<file path="src/rtl/fetch_pkg.sv">
// Shared types and constants for the instruction fetch queue.
package fetch_pkg;

  localparam int XLEN     = 32;
  localparam int INSTR_W  = 32;
  localparam int OPCODE_W = 7;

  localparam logic [XLEN-1:0] PC_INCR = 32'd4;

  localparam logic [OPCODE_W-1:0] OP_R      = 7'b0110011;
  localparam logic [OPCODE_W-1:0] OP_I      = 7'b0010011;
  localparam logic [OPCODE_W-1:0] OP_LOAD   = 7'b0000011;
  localparam logic [OPCODE_W-1:0] OP_STORE  = 7'b0100011;
  localparam logic [OPCODE_W-1:0] OP_BRANCH = 7'b1100011;
  localparam logic [OPCODE_W-1:0] OP_JAL    = 7'b1101111;
  localparam logic [OPCODE_W-1:0] OP_JALR   = 7'b1100111;
  localparam logic [OPCODE_W-1:0] OP_LUI    = 7'b0110111;
  localparam logic [OPCODE_W-1:0] OP_AUIPC  = 7'b0010111;

  typedef struct packed {
    logic [INSTR_W-1:0] instr;
    logic [XLEN-1:0]    pc;
  } fetch_entry_t;

  function automatic logic [OPCODE_W-1:0] opcode_of(input logic [INSTR_W-1:0] word);
    return word[OPCODE_W-1:0];
  endfunction

endpackage

</file>
<file path="src/rtl/fetch_queue_fifo.sv">
// Circular buffer with push/pop/clear and count. With REG_HEAD the head is
// presented from a register that tracks the post-update head entry.
module fetch_queue_fifo
  import fetch_pkg::*;
#(
  parameter int DEPTH    = 4,
  parameter int W        = $bits(fetch_entry_t),
  parameter bit REG_HEAD = 1'b0
) (
  input  logic                   clk_i,
  input  logic                   rst_n_i,
  input  logic                   clr_i,
  input  logic                   push_i,
  input  logic [W-1:0]           din_i,
  input  logic                   pop_i,
  output logic [W-1:0]           head_o,
  output logic [$clog2(DEPTH):0] count_o
);

  localparam int          AW   = $clog2(DEPTH);
  localparam logic [AW:0] FULL = (AW+1)'(DEPTH);

  logic [W-1:0]  mem [DEPTH];
  logic [AW-1:0] rd_ptr_q, wr_ptr_q, rd_ptr_nxt;
  logic [AW:0]   count_q;
  logic          push_en, pop_en;

  assign pop_en     = pop_i && (count_q != '0);
  assign push_en    = push_i && ((count_q != FULL) || pop_en);
  assign rd_ptr_nxt = rd_ptr_q + AW'(pop_en);
  assign count_o    = count_q;

  always_ff @(posedge clk_i or negedge rst_n_i) begin
    if (!rst_n_i) begin
      rd_ptr_q <= '0;
      wr_ptr_q <= '0;
      count_q  <= '0;
    end else if (clr_i) begin
      rd_ptr_q <= '0;
      wr_ptr_q <= '0;
      count_q  <= '0;
    end else begin
      rd_ptr_q <= rd_ptr_nxt;
      wr_ptr_q <= wr_ptr_q + AW'(push_en);
      count_q  <= count_q + (AW+1)'(push_en) - (AW+1)'(pop_en);
    end
  end

  always_ff @(posedge clk_i) begin
    if (push_en && !clr_i) mem[wr_ptr_q] <= din_i;
  end

  if (REG_HEAD) begin : g_reg_head
    logic [W-1:0] head_nxt, head_p1;

    // The incoming word becomes the head when nothing older survives this cycle.
    always_comb begin
      head_nxt = mem[rd_ptr_nxt];
      if (push_en && (count_q == (AW+1)'(pop_en))) head_nxt = din_i;
    end

    always_ff @(posedge clk_i or negedge rst_n_i) begin
      if (!rst_n_i)    head_p1 <= '0;
      else if (!clr_i) head_p1 <= head_nxt;
    end

    assign head_o = head_p1;
  end else begin : g_comb_head
    assign head_o = mem[rd_ptr_q];
  end

endmodule

</file>
<file path="src/rtl/fetch_queue.sv">
// Sequential instruction fetcher feeding decode through a credit-limited queue.
// Define FETCH_QUEUE_BYPASS_EN to present a response to decode in its arrival cycle.
module fetch_queue
  import fetch_pkg::*;
#(
  parameter int              DEPTH    = 4,
  parameter logic [XLEN-1:0] RESET_PC = 32'h0000_0000
) (
  input  logic                   clk_i,
  input  logic                   rst_n_i,
  input  logic                   redirect_i,
  input  logic [XLEN-1:0]        redirect_pc_i,
  output logic                   imem_req_o,
  output logic [XLEN-1:0]        imem_addr_o,
  input  logic                   imem_gnt_i,
  input  logic                   imem_rvalid_i,
  input  logic [INSTR_W-1:0]     imem_rdata_i,
  output logic                   instr_valid_o,
  input  logic                   instr_ready_i,
  output logic [INSTR_W-1:0]     instr_o,
  output logic [XLEN-1:0]        instr_pc_o,
  output logic [OPCODE_W-1:0]    op_o,
  output logic [$clog2(DEPTH):0] occupancy_o
);

  localparam int CW = $clog2(DEPTH) + 1;

  logic            run_q, redir, credit_ok, gnt_fire, rsp_live, rsp_keep;
  logic            q_push, q_pop, q_nonempty;
  logic [XLEN-1:0] fetch_pc_q, oldest_pc;
  logic [CW-1:0]   occ, in_flight, discard_q;
  fetch_entry_t    push_ent, head_ent;

  // A redirect in the cycle reset releases is ignored.
  assign redir      = redirect_i & run_q;
  assign credit_ok  = ({1'b0, occ} + {1'b0, in_flight}) < (CW+1)'(DEPTH);
  assign imem_req_o = run_q & ~redirect_i & credit_ok;
  assign gnt_fire   = imem_req_o & imem_gnt_i;
  assign rsp_live   = imem_rvalid_i & run_q;
  assign rsp_keep   = rsp_live & (discard_q == '0) & ~redir;
  assign q_nonempty = (occ != '0);
  assign q_pop      = q_nonempty & ~redir & instr_ready_i;
  assign push_ent   = '{instr: imem_rdata_i, pc: oldest_pc};

  assign imem_addr_o = fetch_pc_q;
  assign occupancy_o = occ;
  assign op_o        = instr_valid_o ? opcode_of(instr_o) : '0;

`ifdef FETCH_QUEUE_BYPASS_EN
  logic byp;

  assign byp           = rsp_keep & ~q_nonempty;
  assign instr_valid_o = byp | (q_nonempty & ~redir);
  assign instr_o       = byp ? imem_rdata_i : head_ent.instr;
  assign instr_pc_o    = byp ? oldest_pc : head_ent.pc;
  assign q_push        = rsp_keep & ~(byp & instr_ready_i);
`else
  assign instr_valid_o = q_nonempty & ~redir;
  assign instr_o       = head_ent.instr;
  assign instr_pc_o    = head_ent.pc;
  assign q_push        = rsp_keep;
`endif

  always_ff @(posedge clk_i or negedge rst_n_i) begin
    if (!rst_n_i) begin
      run_q      <= 1'b0;
      fetch_pc_q <= RESET_PC;
      discard_q  <= '0;
    end else begin
      run_q <= 1'b1;
      if (redir)         fetch_pc_q <= redirect_pc_i;
      else if (gnt_fire) fetch_pc_q <= fetch_pc_q + PC_INCR;
      // Everything still outstanding after this edge belongs to the old path.
      if (redir)
        discard_q <= in_flight + CW'(gnt_fire) - CW'(rsp_live);
      else if (rsp_live && (discard_q != '0))
        discard_q <= discard_q - CW'(1);
    end
  end

  fetch_queue_fifo #(
    .DEPTH   (DEPTH),
    .W       (XLEN),
    .REG_HEAD(1'b0)
  ) u_pc_fifo (
    .clk_i  (clk_i),
    .rst_n_i(rst_n_i),
    .clr_i  (1'b0),
    .push_i (gnt_fire),
    .din_i  (fetch_pc_q),
    .pop_i  (rsp_live),
    .head_o (oldest_pc),
    .count_o(in_flight)
  );

  fetch_queue_fifo #(
    .DEPTH   (DEPTH),
    .W       ($bits(fetch_entry_t)),
    .REG_HEAD(1'b1)
  ) u_entry_fifo (
    .clk_i  (clk_i),
    .rst_n_i(rst_n_i),
    .clr_i  (redir),
    .push_i (q_push),
    .din_i  (push_ent),
    .pop_i  (q_pop),
    .head_o (head_ent),
    .count_o(occ)
  );

endmodule
</file>
<file path="config.mk">
export PLATFORM = sky130hd
export DESIGN_NAME = fetch_queue
export DESIGN_NICKNAME = d
export VERILOG_FILES = /design/src/rtl/fetch_pkg.sv /design/src/rtl/fetch_queue_fifo.sv /design/src/rtl/fetch_queue.sv
export SDC_FILE = /design/constraint.sdc
export NUM_CORES = 1
export LEC_CHECK = 0
export CORE_UTILIZATION = 53
export DETAILED_ROUTE_END_ITERATION = 6
export GPL_TIMING_DRIVEN = 0
export HOLD_SLACK_MARGIN = 0.08
export PLACE_DENSITY_LB_ADDON = 0.15
export SLEW_MARGIN = 0
export SYNTH_ARGS = -nofsm -noshare
export SYNTH_HDL_FRONTEND = slang
export SYNTH_HIERARCHICAL = 1
export SYNTH_SLANG_ARGS = --single-unit
export TNS_END_PERCENT = 50
</file>
<file path="constraint.sdc">
create_clock -name clk_i -period 17.26 [get_ports clk_i]
set_clock_uncertainty 0.1 [all_clocks]
set_input_delay 1.726 -clock clk_i [delete_from_list [all_inputs] [get_ports clk_i]]
set_output_delay 1.726 -clock clk_i [all_outputs]
set_load 0.05 [all_outputs]
</file>
==> results.cfg <==
[status]
outcome = completed

[clock_network]
ctsResizeCount = 0
htree_levels = 2
clkSinkCount = 498
cts_tree = yes
clk_pin_slew_ns = 0.06
cts_root_buffer = clkbuf_16
cts_buffers = 50
cts_setup_buffers = 0
clock_latency_ns = 0.57
clk_path_buf_depth = 3
hold_buffers = 0

[global_route]
grt.total_usage_pct = 23.1
grt_pass1_wl_mm = 67.7
antenna_found_initial = 0
gr-total-overflow = 0
grt_start_max_net_pins = 70
grt_pass1_vias = 11734

[sta]
setup_tns_ns = 0
setup_viol_count_final = 0
slew_violations = 0
setup_ws_ns = 10.88
worst_slew_pin_slew_ns = 1.12
timing.fmax_mhz = 157
finalCritPeriodShare_pct = 36.9
slew_headroom_pct = 25.3
final_hold_viol_count = 0
rsz0062_at_grt = no
period_minus_slack_ns = 6.38

[synth]
synth_adder_area_share_pct = 1.22
synth.area.mux_share_pct = 10.7
synth_top_family_by_area = multiplexers
ys.flop_type = edfxtp_1
yosysSeqAreaShare_pct = 70.7
synth.avg_cell_area_um2 = 18.3
yosys_warnings = 6
synth_edf_count = 384
synth-compound-area-share_pct = 7.12
yosys.area_share.xor_xnor_pct = 1.75
synthSimpleGateAreaFrac_pct = 5.85
synthCells = 1111
synthArstFlopShare_pct = 22.9
ys_types = 54
netlist_area_um2 = 20300
ys_ff_latch = 498

[hold_path]
hold_end = discard_q[2]$_DFFE_PN0P_
hold_start = discard_q[2]$_DFFE_PN0P_
hp-class = reg -> reg
holdPathStages = 2

[route]
top_layer = met4
vias_per_cell = 5.67
drcViolationCount = 0
dr.first_iter.drc_count = 733
drt-total-wl_mm = 43.6
vias = 11107
dr_wl_met3_mm = 2.24
wl_met2_mm = 21.9
routedWlPerCell_um = 22.3
dr.pass1.iters = 5
m1WireLength_mm = 18.7
ant_nets = 0

[floorplanning]
ioPinCount = 178
die_y_um = 198
coreArea_um2 = 37800
initial_core_util_pct = 53.9
die-area_um2 = 39200
die_w_um = 198
rows = 71

[job]
cap_violations = 0

[critical_path]
required_ns = 15.43
worst_setup_path_end_kind = primary output
critPathMaxStageDelay_ns = 0.80
r2r-end = u_entry_fifo/mem[1][21]$_DFFE_PP_
path_max_fanout = 10
crit_path_start_kind = primary input
slowest_stage = clkdlybuf4s50_1
path_common_cell = clkdlybuf4s50_1
path_cells = clkdlybuf4s50_1 -> nand2_1 -> inv_2 -> nor2_1 -> and2_1 -> clkdlybuf4s50_1
path_class = in -> out
r2r_cells = 10
r2r_setup_slack_ns = 13.01
rr_startpoint = run_q$_DFF_PN0_
crit_arrival_ns = 4.55

[layout]
fin_nets = 1494
area_delta_synth_final_pct = 23.1
drive_above_1_share_pct = 20.3
num_antenna_cells = 0
fin_area_um2 = 25000

[placement]
dp_hpwl_mm = 29.8
dpl_cell_area_um2 = 23300
dp_slack_ns = 10.82
port_buffers = 177
place_congestion = 0.835

[power]
p_per_area_nw_per_um2 = 157
p_leak_uw = 0.00904
ir_worst_vdd_v = 0.0000833
power_uw = 3940
## cells by family after synthesis
| kind of cell | count (synthesis) |
|---|---|
| simple gates | 201 |
| xor+xnor | 39 |
| compound gates | 168 |
| fa+ha+maj | 18 |
| flops | 498 |
| buf+inv | 88 |
| other cells | 2 |
| mux | 97 |
## synthesized netlist by cell type, drive strengths merged (2+ instances only)
cell    instances  area share (%)
nor3            6            0.15
nor3b           3            0.14
o21ai          29            0.75
mux4           96              11
nor2           17            0.31
edfxtp        384              57
and3            2           0.061
and4            2           0.086
xor2           17            0.73
buf            46             1.8
and2b           4            0.15
nand2          48            0.89
nand4           9            0.28
nand3           7            0.17
ha             15            0.92
xnor2          21            0.90
nor4b           6            0.29
a32oi          64             2.8
or2             2           0.061
inv            22            0.41
nand2b          4            0.12
nor4           10            0.50
dfrtp         114              14
conb            2           0.037
fa              3            0.30
a21bo          64             3.1
o31a            2           0.086
clkbuf         20            0.37
and2            9            0.28
a21oi           6            0.17
nor2b          67             2.1
## state kept, by name, indices dropped and copies added (netlist names)
register and flops:
u_entry_fifo/rd_ptr_q 2, u_entry_fifo/count_o 3, u_entry_fifo/mem 256, discard_q 3
imem_addr_o 32, u_pc_fifo/count_o 3, u_pc_fifo/rd_ptr_q 2, u_entry_fifo/wr_ptr_q 2
u_pc_fifo/wr_ptr_q 2, u_entry_fifo/head_o 64, u_pc_fifo/mem 128, run_q 1
## final cells by class
type                       count  area (µm²)
inverter                      22        82.6
timing repair buffer         236        2280
tap                          511         639
fill                        2660       12700
buffer                        66         444
clock buffer                  67        1420
multi-input combinational    532        5510
clock inverter                27         279
sequential                   498       14400
## layer usage
metal,up-vias,global-route usage [%]
met3,58,3.76
met2,333,39.0
met5,-,0
met1,5737,31.4
met4,0,6.35
li1,4979,-
## placed cells by master, fill, tap and decap left out, drive strengths merged, types with 2 or more instances in the layout
master           n
edfxtp         384
clkdlybuf4s50  176
dfrtp          114
buf            106
mux4            96
clkbuf          87
nor2b           67
a32oi           64
a21bo           64
nand2           48
o21ai           29
inv             22
xnor2           21
clkinv          20
nor2            17
xor2            17
ha              15
nor4            10
and2             9
nand4            9
conb             9
nand3            7
bufinv           6
nor3             6
a21oi            6
nor4b            6
nand2b           4
and2b            4
fa               3
nor3b            3
or2              2
and4             2
and3             2
o31a             2
## report_power, final
part | internal [µW] | total, µW | switching [µW]
registers | 1430 | 1540 | 109
logic | 564 | 1310 | 742
clock network | 665 | 1100 | 434
## critical path: cells and delay by family
kind | cells | cell delay (ns)
AND/OR/NAND/NOR | 3 | 1.33
buffers and inverters | 3 | 1.48
## through the flow
| stage | instances | utilization, % | hold slack, ns |
|---|---|---|---|
| finish | 1959 | 66.3 | 0.478 |
| global route | 1959 | 66.3 | 0.509 |
| CTS | 1959 | 66.3 | 0.482 |
| detailed placement | 1865 | 61.8 | 0.465 |
| global placement | 1806 | 60.3 | 0.441 |
| floorplan | 1118 | - | 0.425 |
## worst max-delay path by stage
| stage | start | depth (start not counted) | to |
|---|---|---|---|
| 6_report | redirect_i | 6 | op_o[1] |
| 5_1_grt | redirect_i | 6 | op_o[2] |
| 4_1_cts | redirect_i | 6 | op_o[1] |
| 3_5_place_dp | redirect_i | 6 | op_o[1] |
| 3_3_place_gp | redirect_i | 8 | u_entry_fifo/mem[0][52]$_DFFE_PP_ |
| 2_1_floorplan | redirect_i | 6 | u_entry_fifo/mem[1][0]$_DFFE_PP_ |
(Power assumes the default switching activity.)
==> edit 1, RTL diff (same flow settings) <==
`REG_HEAD` is set to 1'b0 in 2 places; all go to 1'b1.
--- a/src/rtl/fetch_queue_fifo.sv
+++ b/src/rtl/fetch_queue_fifo.sv
@@ -5,7 +5,7 @@
 #(
   parameter int DEPTH    = 4,
   parameter int W        = $bits(fetch_entry_t),
-  parameter bit REG_HEAD = 1'b0
+  parameter bit REG_HEAD = 1'b1
 ) (
   input  logic                   clk_i,
   input  logic                   rst_n_i,
--- a/src/rtl/fetch_queue.sv
+++ b/src/rtl/fetch_queue.sv
@@ -81,7 +81,7 @@
   fetch_queue_fifo #(
     .DEPTH   (DEPTH),
     .W       (XLEN),
-    .REG_HEAD(1'b0)
+    .REG_HEAD(1'b1)
   ) u_pc_fifo (
     .clk_i  (clk_i),
     .rst_n_i(rst_n_i),
Formal check against the unedited RTL: same outputs for any inputs over 4 cycles, from zero or initial values and one cycle with rst_n_i low; that may be too few to reach the edited logic, so the function may still have changed.
==> edit 1 against the original RTL <==
- via count increased by 13%
- area after synthesis is 8.1% higher
- final cell count grew 8.9%
- routed wire length is 15% higher
- power grew 7.4%
- first-iteration DRC count is 5.9% higher
- sequential share of layout area down 0.58 points
- sequential cell count rose by 32
- setup slack worse by 0.034 ns
- final area is 6.6% higher
- critical endpoint is now op_o[5]
- largest power group unchanged
- highest routed layer unchanged
==> edit 1: results (changes against the original RTL) <==
| Metric | Value |
|---|---|
| Worst reg2reg path endpoint | `u_entry_fifo/mem[1][4]$_DFFE_PP_ (was u_entry_fifo/mem[1][21]$_DFFE_PP_)` |
| Post-Route WL | `50200 um (was 43600 um)` |
| Met2 Track Usage GR | `41.5% (was 39.0%)` |
| Reg2reg setup slack | `12.36 ns (was 13.01 ns)` |
| Number of global-route vias before repair | `13100 (was 11700)` |
| Setup WS pre-CTS | `10.53 ns (was 10.82 ns)` |
| Met1 GRT Util | `33.3% (was 31.4%)` |
| Ys async rst share | `27.5% (was 22.9%)` |
| Maximum VDD drop | `95.4 uV (was 83.3 uV)` |
| GR Util met3 | `3.20% (was 3.76%)` |
| Clock Latency Late Sink | `0.59 ns (was 0.57 ns)` |
| WHS Path Cells | `0 (was 2)` |
| Vias per Instance | `5.90 (was 5.67)` |
| Final Cycle Share | `37.1% (was 36.9%)` |
| Complex-gate fraction of the synthesized area | `9.43% (was 7.12%)` |
| Tot GR Track Use | `24.6% (was 23.1%)` |
| Largest net degree at the start of global routing | `100 (was 70)` |
| Static leakage | `9.93 nW (was 9.04 nW)` |
| Max_slew headroom | `6.37% (was 25.3%)` |
| Top post-synthesis cells by area | `edfxtp_1, dfrtp_1, mux4_2 (unchanged)` |
| Library cells used by synthesis | `53 (was 54)` |
| Post-synthesis mux area share | `9.89% (was 10.7%)` |
| Synth cell count leaders | `edfxtp_1, dfrtp_1, nor2b_1 (was edfxtp_1, dfrtp_1, mux4_2)` |
| Post-Synth XOR/XNOR Area | `1.63% (was 1.75%)` |
| First-pass GRT wire length | `77300 um (was 67700 um)` |
| Hold path start | `u_pc_fifo/head_o[7]$_DFFE_PN0N_ (was discard_q[2]$_DFFE_PN0P_)` |
| Hold EP | `u_entry_fifo/mem[2][7]$_DFFE_PP_ (was discard_q[2]$_DFFE_PN0P_)` |
| Total CTS buffers | `54 (was 50)` |
| Status | `finished, final reports clean (unchanged)` |
| Final #Nets | `1645 (was 1494)` |
[edit 1: cell types whose count changed in the layout (fill, tap and decap cells not counted), moves of 6 or more]
cell and delta:
buf_2 +6, a21bo_1 +32, nor2b_1 +31, buf_6 -8
a32oi_1 +32, dfrtp_1 +32, clkbuf_1 +13, buf_4 +11
[edit 1: area by class of cell]
cell class                      instances  area, sq um
Multi-Input combinational cell        624         6290
Timing Repair Buffer                  238         2260
Buffer                                 83          485
Clock buffer                           76         1520
Inverter                               26         97.6
Tap cell                              532          666
Fill cell                            2916        14200
Clock inverter                         24          195
Sequential cell                       530        15200
[edit 1: kinds of logic after synthesis]
| group | Yosys count |
|---|---|
| muxes | 97 |
| AOI/OAI and AO/OA | 234 |
| DFF | 530 |
| other | 2 |
| buffers and inverters | 109 |
| adders and majority gates | 18 |
| and+or+nand+nor | 230 |
| xor gates and xnor gates | 40 |
[edit 1: worst max-delay path by stage]
stage,startpoint,endpoint,slack [ns],depth (start not counted)
final,redirect_i,op_o[5],10.85,6
after global routing,redirect_i,op_o[5],10.72,6
after CTS,redirect_i,op_o[5],10.85,6
after detailed placement,redirect_i,u_entry_fifo/mem[1][9]$_DFFE_PP_,10.53,12
after global placement,redirect_i,u_entry_fifo/mem[1][60]$_DFFE_PP_,0.59,8
after floorplan,redirect_i,u_entry_fifo/mem[1][0]$_DFFE_PP_,7.17,6
[edit 1: layer usage]
metal	vias to the layer above	part of all wire, %
met2	342	51
met5	-	0
li1	5576	-
met4	0	2.2
met1	6609	42
met3	67	4.8
[edit 1: stage by stage]
step / cell area (sq um) / std cells / power (mW) / util (%) / hold WS (ns)
6_report: 26700 / 2133 / 4.23 / 65.2 / 0.478
5_1_grt: 26700 / 2133 / 4.41 / 65.2 / 0.508
4_1_cts: 26700 / 2133 / 4.27 / 65.2 / 0.490
3_5_place_dp: 25000 / 2033 / 3.14 / 61.1 / 0.471
3_3_place_gp: 24400 / 1972 / 3.12 / 59.7 / 0.450
2_1_floorplan: 22000 / 1263 / 2.69 / - / 0.390
[edit 1: worst max-delay path, stage by stage]
cell,delay [ns]
clkdlybuf4s50_1,0.46
nand2_1,0.44
inv_2,0.26
nor2_1,0.64
and2_1,0.23
clkdlybuf4s50_1,0.81
[edit 1: where the power goes]
part	internal (mW)	total [mW]	switching (mW)
registers	1.54	1.70	0.161
clock network	0.655	1.12	0.469
logic	0.621	1.41	0.786
==> edit 2, RTL diff (same flow settings) <==
Without the edit above. Make the reset (`rst_n_i`) synchronous in 3 clocked blocks.
--- a/src/rtl/fetch_queue_fifo.sv
+++ b/src/rtl/fetch_queue_fifo.sv
@@ -30,7 +30,7 @@
   assign rd_ptr_nxt = rd_ptr_q + AW'(pop_en);
   assign count_o    = count_q;
 
-  always_ff @(posedge clk_i or negedge rst_n_i) begin
+  always_ff @(posedge clk_i) begin
     if (!rst_n_i) begin
       rd_ptr_q <= '0;
       wr_ptr_q <= '0;
@@ -59,7 +59,7 @@
       if (push_en && (count_q == (AW+1)'(pop_en))) head_nxt = din_i;
     end
 
-    always_ff @(posedge clk_i or negedge rst_n_i) begin
+    always_ff @(posedge clk_i) begin
       if (!rst_n_i)    head_p1 <= '0;
       else if (!clr_i) head_p1 <= head_nxt;
     end
--- a/src/rtl/fetch_queue.sv
+++ b/src/rtl/fetch_queue.sv
@@ -61,7 +61,7 @@
   assign q_push        = rsp_keep;
 `endif
 
-  always_ff @(posedge clk_i or negedge rst_n_i) begin
+  always_ff @(posedge clk_i) begin
     if (!rst_n_i) begin
       run_q      <= 1'b0;
       fetch_pc_q <= RESET_PC;
Function: differs if rst_n_i is asserted again (counterexample within 4 cycles, from zero or initial values and one cycle with rst_n_i low); with rst_n_i held inactive, the same outputs for 4 cycles.
==> edit 2 against the original RTL <==
- sequential cell count is the same
- final area is 2.0% higher
- area after synthesis up 3.6%
- synthesized cell count grew 21%
- setup slack better by 0.040 ns
- routed wire length up 5.9%
- non-clock buffer count is 17 higher
Power is not compared: it rests on default switching activity, and its combinational part moved more than twofold at a synthesized area within 25%.
==> edit 2: results (changes against the original RTL) <==
| Metric | Value |
|---|---|
| Status | `finished, final reports clean (unchanged)` |
| Number of global-route vias before repair | `12500 (was 11700)` |
| Largest net degree at the start of global routing | `33 (was 70)` |
| Worst R2R Start | `u_entry_fifo/count_o[2]$_SDFF_PP0_ (was run_q$_DFF_PN0_)` |
| Initial antenna violation count | `2 (was 0)` |
| Clock Latency Late Sink | `0.55 ns (was 0.57 ns)` |
| Top post-synthesis cells by area | `edfxtp_1, dfxtp_1, mux2i_1 (was edfxtp_1, dfrtp_1, mux4_2)` |
| Worst reg2reg path endpoint | `u_pc_fifo/mem[1][0]$_DFFE_PP_ (was u_entry_fifo/mem[1][21]$_DFFE_PP_)` |
| Final #Nets | `1710 (was 1494)` |
| Max_slew headroom | `34.2% (was 25.3%)` |
| Reg2reg setup slack | `13.22 ns (was 13.01 ns)` |
| Post-Syn Area per Cell | `15.7 sq um (was 18.3 sq um)` |
| Sequential fraction of the synthesis area | `65.5% (was 70.7%)` |
| Layout cells sized above 1 | `20.4% (was 20.3%)` |
| Final HPWL DP | `32000 um (was 29800 um)` |
| Hold path start | `u_entry_fifo/head_o[21]$_SDFFE_PN0N_ (was discard_q[2]$_DFFE_PN0P_)` |
| Worst-case reg-to-reg path depth | `9 (was 10)` |
| Routability cong. | `0.826 (was 0.835)` |
| Setup WS pre-CTS | `10.84 ns (was 10.82 ns)` |
| Tot GR Track Use | `23.0% (was 23.1%)` |
| Final design utilization | `65.6% (was 66.3%)` |
| Fill cells | `2887 (was 2660)` |
| DP Cell Count | `2089 (was 1865)` |
| First-pass GRT wire length | `72000 um (was 67700 um)` |
| Non-filler cells, final | `2178 (was 1959)` |
| Hold EP | `u_entry_fifo/head_o[21]$_SDFFE_PN0N_ (was discard_q[2]$_DFFE_PN0P_)` |
| Synth cell count leaders | `edfxtp_1, mux2i_1, dfxtp_1 (was edfxtp_1, dfrtp_1, mux4_2)` |
## edit 2: power by group through the flow
stage / Sequential, mW / Clock (mW) / Combinational [mW]
finish: 1.34 / 1.02 / 0.209
global route: 1.34 / 1.09 / 0.220
CTS: 1.34 / 1.04 / 0.209
detailed placement: 1.36 / 0 / 0.208
global placement: 1.36 / 0 / 0.203
floorplan: 1.41 / 0 / 0.0709
## edit 2: worst max path at each step
stage               slack (ns)                                end  cells after the start
floorplan                 7.20   u_entry_fifo/mem[0][0]$_DFFE_PP_                      6
global placement          1.19  u_entry_fifo/mem[2][62]$_DFFE_PP_                      7
detailed placement       10.84                            op_o[5]                      6
CTS                      10.84                            op_o[5]                      6
global route             10.69                            op_o[2]                      6
finish                   10.92                            op_o[5]                      6
## edit 2: critical path: stages
cell,delay [ns]
clkdlybuf4s50_1,0.61
nand2_1,0.30
inv_2,0.29
nor2_1,0.55
and2_1,0.21
clkdlybuf4s50_1,0.81
## edit 2: per-layer routing
| layer | share of wire [%] | track usage (%) | up-vias |
|---|---|---|---|
| met5 | 0 | 0 | - |
| met4 | 2.2 | 6.22 | 0 |
| met3 | 5.1 | 2.95 | 70 |
| met2 | 49 | 38.5 | 367 |
| met1 | 44 | 31.8 | 6173 |
| li1 | - | - | 5767 |
## edit 2: layout make-up
cell class              count  area (sq um)  area share, %
plain buffers              90           724           2.84
clock inverters            15           165          0.646
inverters                  21          78.8          0.309
clock buffers              74          1360           5.32
repair buffers            229          2210           8.67
multi-input cells         733          6540           25.6
flip-flops and latches    498         13800           54.1
well taps                 518           648           2.54
## edit 2: kinds of logic after synthesis
kind of cell | after synthesis | share of synthesized area (%)
other | 1 | 0.0178
AOI/OAI and AO/OA | 136 | 5.74
adders and majority gates | 18 | 1.17
buffers and inverters | 111 | 3.81
xor gates and xnor gates | 34 | 1.48
and+or+nand+nor | 316 | 9.04
muxes | 225 | 13.2
DFF | 498 | 65.5
## edit 2: stage by stage
stage                     hold slack (ns)  area [sq um]
after floorplan                     0.427         21100
after global routing                0.426         25500
after detailed placement            0.387         24000
after global placement              0.388         23500
after CTS                           0.407         25500
final                               0.404         25500
